===== src/rtl/priority_arbiter_if.sv =====
// Request/grant bundle between requesters and priority_arbiter.
//   I_Req     : request vector, one bit per requester
//   I_Rls     : release strobe from the current owner
//   O_Grt     : binary index of the current owner
//   O_GrtOH   : one-hot grant, all zero when idle
//   O_Vld     : grant valid
//   O_Timeout : one-cycle pulse on a forced release
// master = requester side, slave = arbiter side.
interface priority_arbiter_if #(
    parameter int unsigned NUM_ENTRY = 20
);
    localparam int unsigned IW = (NUM_ENTRY > 1) ? $clog2(NUM_ENTRY) : 1;

    logic [NUM_ENTRY-1:0] I_Req;
    logic                 I_Rls;
    logic [IW-1:0]        O_Grt;
    logic [NUM_ENTRY-1:0] O_GrtOH;
    logic                 O_Vld;
    logic                 O_Timeout;

    modport master (
        output I_Req, I_Rls,
        input  O_Grt, O_GrtOH, O_Vld, O_Timeout
    );

    modport slave (
        input  I_Req, I_Rls,
        output O_Grt, O_GrtOH, O_Vld, O_Timeout
    );
endinterface


===== src/rtl/priority_arbiter.sv =====
// Registered, lock-holding arbiter: fixed priority (index 0 highest) or
// round-robin. A grant is held until the owner releases it or drops its
// request; on release the next winner is registered with no bubble.
// Ports:
//   clock : system clock, rising edge
//   reset : asynchronous active-low reset
//   bus   : priority_arbiter_if.slave (I_Req, I_Rls in; O_Grt, O_GrtOH,
//           O_Vld, O_Timeout out, all registered)
// Optional feature macro: ARBITER_LOCK_TIMEOUT_EN -- forces a release after
// LOCK_TIMEOUT grant cycles and pulses O_Timeout; otherwise O_Timeout is 0.
module priority_arbiter #(
    parameter int unsigned NUM_ENTRY    = 20,
    parameter int unsigned RR_MODE      = 1,
    parameter int unsigned LOCK_TIMEOUT = 16
) (
    input  logic               clock,
    input  logic               reset,
    priority_arbiter_if.slave  bus
);
    localparam int unsigned IW = (NUM_ENTRY > 1) ? $clog2(NUM_ENTRY) : 1;

    if (NUM_ENTRY < 2 || LOCK_TIMEOUT < 1) begin : g_param_check
        $error("priority_arbiter: NUM_ENTRY must be >= 2 and LOCK_TIMEOUT >= 1");
    end

    typedef enum logic {IDLE = 1'b0, GRANT = 1'b1} state_t;

    state_t               state_q, state_d;
    logic [IW-1:0]        grt_q, grt_d;
    logic [IW-1:0]        ptr_q, ptr_d;
    logic [NUM_ENTRY-1:0] oh_q, oh_d;
    logic                 vld_q, vld_d;

    logic                 forced_c;
    logic                 release_c;
    logic [IW-1:0]        ptr_next_c;
    logic [IW-1:0]        arb_ptr_c;
    logic [NUM_ENTRY-1:0] arb_req_c;
    logic [NUM_ENTRY-1:0] rot_c;
    logic [IW:0]          sum_c;
    logic [IW-1:0]        win_c;
    logic                 win_found_c;

`ifdef ARBITER_LOCK_TIMEOUT_EN
    localparam int unsigned CW = $clog2(LOCK_TIMEOUT + 1);

    logic [CW-1:0] cnt_q, cnt_d;
    logic          tmo_q, tmo_d;

    assign forced_c = (cnt_q == CW'(LOCK_TIMEOUT - 1));
`else
    assign forced_c = 1'b0;
`endif

    // Release in this cycle: strobe, owner dropped its request, or forced.
    assign release_c  = (state_q == GRANT) &&
                        (bus.I_Rls || !bus.I_Req[grt_q] || forced_c);
    assign ptr_next_c = (grt_q == IW'(NUM_ENTRY - 1)) ? '0 : grt_q + IW'(1);

    // Arbitration input: in GRANT the owner is masked and the updated pointer
    // is used, so a handoff never picks the releasing requester.
    assign arb_req_c = (state_q == GRANT) ?
                       (bus.I_Req & ~(NUM_ENTRY'(1) << grt_q)) : bus.I_Req;
    assign arb_ptr_c = (state_q == GRANT && RR_MODE != 0) ? ptr_next_c : ptr_q;

    // Rotate so the pointer sits at bit 0, take the lowest set bit, unrotate.
    always_comb begin
        rot_c       = NUM_ENTRY'({arb_req_c, arb_req_c} >> arb_ptr_c);
        win_found_c = 1'b0;
        sum_c       = '0;
        for (int unsigned i = 0; i < NUM_ENTRY; i++) begin
            if (!win_found_c && rot_c[i]) begin
                win_found_c = 1'b1;
                sum_c       = {1'b0, arb_ptr_c} + (IW+1)'(i);
            end
        end
        if (sum_c >= (IW+1)'(NUM_ENTRY)) begin
            sum_c = sum_c - (IW+1)'(NUM_ENTRY);
        end
        win_c = IW'(sum_c);
    end

    // Next-state and registered output values.
    always_comb begin
        state_d = state_q;
        grt_d   = grt_q;
        ptr_d   = ptr_q;
        unique case (state_q)
            IDLE: begin
                if (win_found_c) begin
                    state_d = GRANT;
                    grt_d   = win_c;
                end
            end
            GRANT: begin
                if (release_c) begin
                    if (RR_MODE != 0) begin
                        ptr_d = ptr_next_c;
                    end
                    if (win_found_c) begin
                        grt_d = win_c;
                    end else begin
                        state_d = IDLE;
                    end
                end
            end
        endcase
        vld_d = (state_d == GRANT);
        oh_d  = vld_d ? (NUM_ENTRY'(1) << grt_d) : '0;
    end

`ifdef ARBITER_LOCK_TIMEOUT_EN
    // Hold counter: cleared on each new grant, advances while the grant holds.
    always_comb begin
        cnt_d = '0;
        if (state_q == GRANT && !release_c) begin
            cnt_d = cnt_q + CW'(1);
        end
        tmo_d = (state_d == GRANT) && (cnt_d == CW'(LOCK_TIMEOUT - 1));
    end

    always_ff @(posedge clock or negedge reset) begin
        if (!reset) begin
            cnt_q <= '0;
            tmo_q <= 1'b0;
        end else begin
            cnt_q <= cnt_d;
            tmo_q <= tmo_d;
        end
    end

    assign bus.O_Timeout = tmo_q;
`else
    assign bus.O_Timeout = 1'b0;
`endif

    // State and output registers.
    always_ff @(posedge clock or negedge reset) begin
        if (!reset) begin
            state_q <= IDLE;
            grt_q   <= '0;
            ptr_q   <= '0;
            oh_q    <= '0;
            vld_q   <= 1'b0;
        end else begin
            state_q <= state_d;
            grt_q   <= grt_d;
            ptr_q   <= ptr_d;
            oh_q    <= oh_d;
            vld_q   <= vld_d;
        end
    end

    assign bus.O_Grt   = grt_q;
    assign bus.O_GrtOH = oh_q;
    assign bus.O_Vld   = vld_q;
endmodule


===== src/flat_wrapper.sv =====
// flat-port wrapper written by rule: the top's interface ports become plain ports
module priority_arbiter_flat 
#(
    parameter int unsigned NUM_ENTRY    = 20,
    parameter int unsigned RR_MODE      = 1,
    parameter int unsigned LOCK_TIMEOUT = 16
)
  (clock, reset, bus_I_Req, bus_I_Rls, bus_O_Grt, bus_O_GrtOH, bus_O_Vld, bus_O_Timeout);
  priority_arbiter_if #(.NUM_ENTRY(NUM_ENTRY)) bus_i ();
  input  logic clock;
  input  logic reset;
  input wire logic [$bits(bus_i.I_Req)-1:0] bus_I_Req;
  input wire logic [$bits(bus_i.I_Rls)-1:0] bus_I_Rls;
  output wire logic [$bits(bus_i.O_Grt)-1:0] bus_O_Grt;
  output wire logic [$bits(bus_i.O_GrtOH)-1:0] bus_O_GrtOH;
  output wire logic [$bits(bus_i.O_Vld)-1:0] bus_O_Vld;
  output wire logic [$bits(bus_i.O_Timeout)-1:0] bus_O_Timeout;
  assign bus_i.I_Req = bus_I_Req;
  assign bus_i.I_Rls = bus_I_Rls;
  assign bus_O_Grt = bus_i.O_Grt;
  assign bus_O_GrtOH = bus_i.O_GrtOH;
  assign bus_O_Vld = bus_i.O_Vld;
  assign bus_O_Timeout = bus_i.O_Timeout;
  priority_arbiter #(.NUM_ENTRY(NUM_ENTRY), .RR_MODE(RR_MODE), .LOCK_TIMEOUT(LOCK_TIMEOUT)) u_core (.clock(clock), .reset(reset), .bus(bus_i));
endmodule

===== config.mk =====
export PLATFORM = sky130hd
export DESIGN_NAME = priority_arbiter_flat
export DESIGN_NICKNAME = d
export VERILOG_FILES = /design/src/rtl/priority_arbiter_if.sv /design/src/rtl/priority_arbiter.sv /design/src/flat_wrapper.sv
export SDC_FILE = /design/constraint.sdc
export NUM_CORES = 1
export LEC_CHECK = 0
export ABC_AREA = 1
export BUFFER_PORTS_ARGS = -buffer_cell sky130_fd_sc_hd__clkbuf_2
export CAP_MARGIN = 20
export CORE_MARGIN = 4
export CORE_UTILIZATION = 40
export DETAILED_ROUTE_END_ITERATION = 12
export SLEW_MARGIN = 10
export SYNTH_ARGS = -nofsm -noshare
export SYNTH_HDL_FRONTEND = slang
export SYNTH_SLANG_ARGS = --single-unit

===== constraint.sdc =====
create_clock -name clock -period 7.76 [get_ports clock]
set_clock_uncertainty 0.1 [all_clocks]
set_input_delay 1.164 -clock clock [delete_from_list [all_inputs] [get_ports clock]]
set_output_delay 1.164 -clock clock [all_outputs]
set_load 0.02 [all_outputs]

==> results of run 1 <==
==> routing by layer <==
metal / share of wire (%) / GRT usage, % / vias up
li1: - / - / 3017
met1: 48 / 34.32 / 2658
met2: 45 / 37.04 / 216
met3: 6.4 / 1.967 / 16
met4: 1.1 / 3.529 / 0
met5: 0 / 0 / -
==> flip-flops by register name, summed over array words and instances (netlist names) <==
register            count
u_core.bus.O_GrtOH     20
u_core.bus.O_Grt        5
u_core.ptr_q            5
u_core.state_q          1
==> layout by cell type, fill, tap and decap left out, types with 6 or more instances in the layout <==
cell | synthesis | final
nand2_1 | 255 | 255
nand3_1 | 147 | 147
nor2_1 | 97 | 97
inv_1 | 80 | 80
clkbuf_2 | 0 | 48
o21ai_0 | 44 | 44
dfrtp_1 | 31 | 31
ha_1 | 22 | 22
a21oi_1 | 19 | 19
nand4_1 | 18 | 18
nand2_2 | 17 | 17
xor2_1 | 17 | 17
nand3_2 | 16 | 16
inv_2 | 14 | 14
o21ai_1 | 13 | 13
or2_2 | 7 | 7
o21ai_2 | 7 | 7
nand2_4 | 6 | 6
o22ai_1 | 6 | 6
==> through the flow <==
step | worst slack [ps] | cells | hold slack (ps) | util [%]
global route | 991.2 | 1102 | 405.2 | 44.66
floorplan | 2918 | 908 | 345.1 | -
detailed placement | 1691 | 1095 | 368.8 | 43.54
finish | 1595 | 1102 | 384.5 | 44.66
CTS | 1670 | 1102 | 380.8 | 44.66
global placement | 1838 | 1095 | 360.9 | 43.54
==> worst max path at each step <==
stage                                  startpoint                               end  slack, ps
global route        u_core.bus.O_Grt[0]$_DFF_PN0_   u_core.bus.O_GrtOH[8]$_DFF_PN0_        990
CTS                 u_core.bus.O_Grt[0]$_DFF_PN0_   u_core.bus.O_GrtOH[8]$_DFF_PN0_       1670
floorplan           u_core.bus.O_Grt[2]$_DFF_PN0_  u_core.bus.O_GrtOH[10]$_DFF_PN0_       2920
detailed placement  u_core.bus.O_Grt[0]$_DFF_PN0_   u_core.bus.O_GrtOH[8]$_DFF_PN0_       1690
global placement    u_core.bus.O_Grt[0]$_DFF_PN0_   u_core.bus.O_GrtOH[8]$_DFF_PN0_       1840
finish              u_core.bus.O_Grt[0]$_DFF_PN0_   u_core.bus.O_GrtOH[8]$_DFF_PN0_       1600
==> critical path, delay by kind of cell, from the launching register on <==
family / cells / cell delay, ps
buffers and inverters: 5 / 870
flip-flops: 1 / 630
AO/OA/AOI/OAI: 3 / 1000
adder cells (fa/ha/maj): 2 / 600
AND/OR/NAND/NOR: 26 / 2810
==> area by class of cell <==
type,count,area (µm²)
fillers,1436,7097
multi-input cells,742,3955
flip-flops and latches,31,775.7
inverters,98,367.9
repair buffers,52,270.3
well taps,172,215.2
clock buffers,6,138.9
clock inverters,1,5.005
==> logic make-up (layout without fill, tap and decap cells) <==
| group | Yosys count | in the layout |
|---|---|---|
| buf+inv | 135 | 157 |
| xor+xnor | 18 | 18 |
| flops | 31 | 31 |
| simple gates | 590 | 590 |
| fa+ha+maj | 22 | 22 |
| other cells | 1 | 1 |
| compound gates | 111 | 111 |
==> metrics.txt, run 1 <==
CP startpoint kind flip-flop; Reg2Reg Depth 36; combinational family with the most area after synthesis simple AND/OR/NAND/NOR gates; Min Clock Period, post-route approximately 6200 ps; clock insertion delay at the later pin of the skew report 280 ps; number of top-level pins 50; syn avg cell area 5.869 µm²; hold path startpoint u_core.ptr_q[4]$_DFFE_PN0P_; Clock Tree Buf Depth 2; setup repair after global routing missed its margin false; growth of design area from synthesis to finish 7.490%; post-detailed-placement cell area 0.005584 mm²; number of hold violations in the final report 0; hold buffers post-CTS 0; Post-Route WL between 15 and 20 mm; transition time at the pin with the least slew margin 901.4 ps; cell area after synthesis 0.005329 mm²; routed vias 5907; top cells by area, synth nand2_1 18%, dfrtp_1 15%, nand3_1 14%; total DRC errors in the routed layout 0; Async S/R FF share, synth 100.0%; largest net degree at the start of global routing 40; most frequent cells after synthesis 255 x nand2_1, 147 x nand3_1, 97 x nor2_1, 80 x inv_1, 44 x o21ai_0; placed wire-length estimate 13.36 mm; die area approximately 0.015 mm²; complex-gate fraction of the synthesized area 12.33%; required time worst endpoint ~7800 ps; fmax 162.2 MHz; outcome finished clean; share of the yosys chip area belonging to registers 14.56%; Post-CTS Setup Repair Bufs 0; Setup Viol. Count Final 0; total of cells resized after clock tree synthesis 0; fraction of synthesized cell area taken by the top area cell type 17.96%; start-to-end type of the worst setup path reg2reg; number of sinks handled by clock tree synthesis 31; simple-gate share of the synthesized area 53.70%; Overall Global Routing Usage 23.08%; via count of the first global-routing pass 5438; gate count of the mapped netlist 908; arithmetic-cell share of the synthesized area counting full adders, half adders and majority gates 5.166%; crit-path max cell delay around 700 ps; biggest area consumer among synthesized cells nand2_1; First DRT Iteration DRCs 507; number of synthesized flops with an enable pin 0; register-to-register setup slack about 1600 ps; final layout net count 975; hold-critical path endpoint u_core.ptr_q[4]$_DFFE_PN0P_; total overflow reported by the global router 0; global-route wire length before repair 28.10 mm; number of rows in the core area 41; number of buffers added on ports 48; CP most frequent cell nand2_1; Synthesized Nets 953; startpoint of the most critical register-to-register path u_core.bus.O_Grt[0]$_DFF_PN0_; Post-Layout Inst Area 0.005728 mm²; count of inserted antenna diode cells 0; share of layout cells above drive strength 1 between 10% and 20%; number of antenna violations at the first check in global routing 0; CP max FO 20; cell with the largest stage delay on the worst path o21ai_2; clock-pin slew on the worst setup and hold paths around 50 ps; CTS buffer count 5; Critical R2R Capture u_core.bus.O_GrtOH[8]$_DFF_PN0_; average routed wire per standard cell roughly 16 µm; root buffer cell clkbuf_16; number of cells on the worst hold path 2; count of cell types in the netlist 49; CP Capture Type flip-flop; total of max-cap violations 0; clock tree from TritonCTS built; Main synth FF type dfrtp_1; die width between 100 and 150 µm; xor-xnor portion of the synthesized cell area 2.958%; most frequently used cell type in the post-synthesis netlist nand2_1; Pre-Repair DR Iteration Count 6; number of synthesized register bits 31; Via density 5.360; max-slew violations 0; Vert. Die Dim 123.4 µm; placeable core region 0.01282 mm²; Data arrival, critical path 6220 ps; sum of negative setup slack 0 ps; Detail Route Antenna Nets 0; classification of the worst-slack hold path reg2reg; level count of the clock H-tree 2; initial core utilization 41.55%; total number of yosys warnings 0; fraction of synthesized area in multiplexers 0%; Slew headroom 39.68%; RePlAce Congestion around 0.95; final critical-path share of the clock period 79.44%
Power of run 1 is not shown: default switching activity piles up to over one toggle a cycle in this logic, so the estimate is an artifact.
==> inputs of run 2 (changes only) <==
- clock period: 7.76 -> 5.2 ns (I/O delays scaled with it)
==> run 2 against run 1 <==
Compared with the run above:
- wire length rose by 14%
- first-iteration DRC count rose by 15%
- utilization rose by 8.4 points
- design area rose by 19%
- final cell count rose by 6.6%
- via count rose by 8.8%
- fmax rose by 23%
- critical path depth fell by 3
- sequential share of layout area fell by 2.1 points
==> metrics.txt, run 2 (synthesized netlist as in run 1, its figures left out) <==
Slew headroom 32.47% (-7.2 points); placed wire-length estimate 14.39 mm (+7.7%); level count of the clock H-tree 2 (unchanged); die area 0.01523 mm² (unchanged); root buffer cell clkbuf_16; cell with the largest stage delay on the worst path dfrtp_1; via count of the first global-routing pass 5742 (+5.6%); number of hold violations in the final report 0 (unchanged); largest net degree at the start of global routing 32 (-20%); outcome finished clean; First DRT Iteration DRCs 584 (+15%); sum of negative setup slack 0 ps (unchanged); average routed wire per standard cell 16.75 µm (+6.6%); leading cell types in the layout, fill and taps excluded 246 x nand2_1, 118 x nand3_1, 81 x nor2_1; Overall Global Routing Usage 24.32% (+1.2 points); number of buffers added on ports 48 (unchanged); Clock Tree Buf Depth 2 (unchanged); number of antenna violations at the first check in global routing 0 (unchanged); layer carrying the most global-route usage met2; final hold slack 371.9 ps (-12.60 ps); Pre-Repair DR Iteration Count 5 (-1); final layout net count 1047 (+7.4%); CTS buffer count 5 (unchanged); number of flip-flops in the largest register 20 (unchanged); crit-path max cell delay 450 ps (-240 ps); grt met3 use 3.156% (+1.2 points); number of sinks handled by clock tree synthesis 31 (unchanged); Min Clock Period, post-route 4996 ps (-1168 ps); number of rows in the core area 41 (unchanged); CP max FO 8 (-60%); transition time at the pin with the least slew margin 1002 ps (+101.0 ps); met1 routing resource usage after global routing 35.60% (+1.3 points); post-route insts no fill 1175 (+6.6%); die width 123.4 µm (unchanged); commonest non-fill, non-tap cell in the layout nand2_1; final critical-path share of the clock period 96.08% (+17 points); Post-Route WL 19.69 mm (+14%); Via density 5.468 (+2.0%); global-route wire length before repair 29.50 mm (+5.0%); classification of the worst-slack hold path reg2reg; fmax 200.1 MHz (+23%); clock-pin slew on the worst setup and hold paths 60 ps (about the same); total of max-cap violations 0 (unchanged); CP startpoint kind flip-flop; RePlAce Congestion 1.021 (+7.6%); max-slew violations 0 (unchanged); required time worst endpoint 5310 ps (-2510 ps); count of inserted antenna diode cells 0 (unchanged); Data arrival, critical path 5100 ps (-1120 ps); start-to-end type of the worst setup path reg2reg; share of layout cells above drive strength 1 29.01% (+13 points); clock insertion delay at the later pin of the skew report 280 ps (about the same); setup repair after global routing missed its margin true; hold buffers post-CTS 0 (unchanged); Vert. Die Dim 123.4 µm (unchanged); Setup Viol. Count Final 0 (unchanged); growth of design area from synthesis to finish 27.66%; placeable core region 0.01282 mm² (unchanged); clock tree from TritonCTS built; Detail Route Antenna Nets 0 (unchanged); total DRC errors in the routed layout 0 (unchanged); total instance count after detailed placement 1129 (+3.1%); met2 routing resource usage after global routing 37.72% (+0.68 points); total overflow reported by the global router 0 (unchanged); initial core utilization 41.55% (unchanged); routed vias 6425 (+8.8%); number of top-level pins 50 (unchanged); CP Capture Type flip-flop
[run 2: cell types whose count changed in the layout (fill, tap and decap cells not counted), moves of 4 or more]
cell,previous run,this run
nand2_1,255,246
nor2_2,1,15
nand3_2,16,40
o21ai_1,13,7
buf_4,4,63
nand3_1,147,118
o21ai_2,7,12
nand2_2,17,22
buf_6,0,4
nand3_4,4,9
nor2_1,97,81
[run 2: layout make-up]
cell class	count	area (µm²)
fill	1330	6022
timing repair buffer	121	893.4
tap	172	215.2
clock inverter	2	35.03
sequential	31	780.7
multi-input combinational	744	4359
clock buffer	6	138.9
inverter	98	375.4
timing repair inverter	1	5.005
[run 2: final timing paths]
| path | start | endpoint | slack (ps) | depth (start not counted) |
|---|---|---|---|---|
| setup / recovery | u_core.bus.O_Grt[1]$_DFF_PN0_ | u_core.bus.O_GrtOH[12]$_DFF_PN0_ | 200 | 33 |
| hold / removal | u_core.ptr_q[4]$_DFFE_PN0P_ | u_core.ptr_q[4]$_DFFE_PN0P_ | 370 | 2 |
| min in group asynchronous | reset | u_core.bus.O_GrtOH[14]$_DFF_PN0_ | 470 | 1 |
| setup reg to reg | u_core.bus.O_Grt[1]$_DFF_PN0_ | u_core.bus.O_GrtOH[12]$_DFF_PN0_ | 200 | 33 |
| max in group asynchronous | reset | u_core.state_q$_DFF_PN0_ | 3980 | 1 |
| hold reg to reg | u_core.ptr_q[4]$_DFFE_PN0P_ | u_core.ptr_q[4]$_DFFE_PN0P_ | 370 | 2 |
[run 2: routing by layer]
layer / wire length, µm / vias to the layer above
li1: - / 3165
met1: 8760 / 2917
met2: 8846 / 309
met3: 1646 / 34
met4: 434 / 0
met5: 0 / -
[run 2: critical path, delay by kind of cell, from the launching register on]
kind	cells	cell delay (ps)
compound gates	2	290
fa+ha+maj	2	370
buf+inv	3	280
flops	1	450
simple gates	26	3390
[run 2: timing repair]
item,in CTS,in global routing
pin swaps,0,18
setup endpoints to repair,13,23
gates resized for setup,4,103
buffers inserted,0,31
cloned,0,7
[run 2: through the flow]
step / area, µm² / utilization (%) / setup WS [ps]
final: 6803 / 53.04 / 203.6
after global placement: 5839 / 45.53 / 40.69
after detailed placement: 5839 / 45.53 / -57.41
after global routing: 6803 / 53.04 / -96.74
after CTS: 6032 / 47.03 / 1.934
after floorplan: 5329 / - / 358.3
Power of run 2 is left out for the same reason.
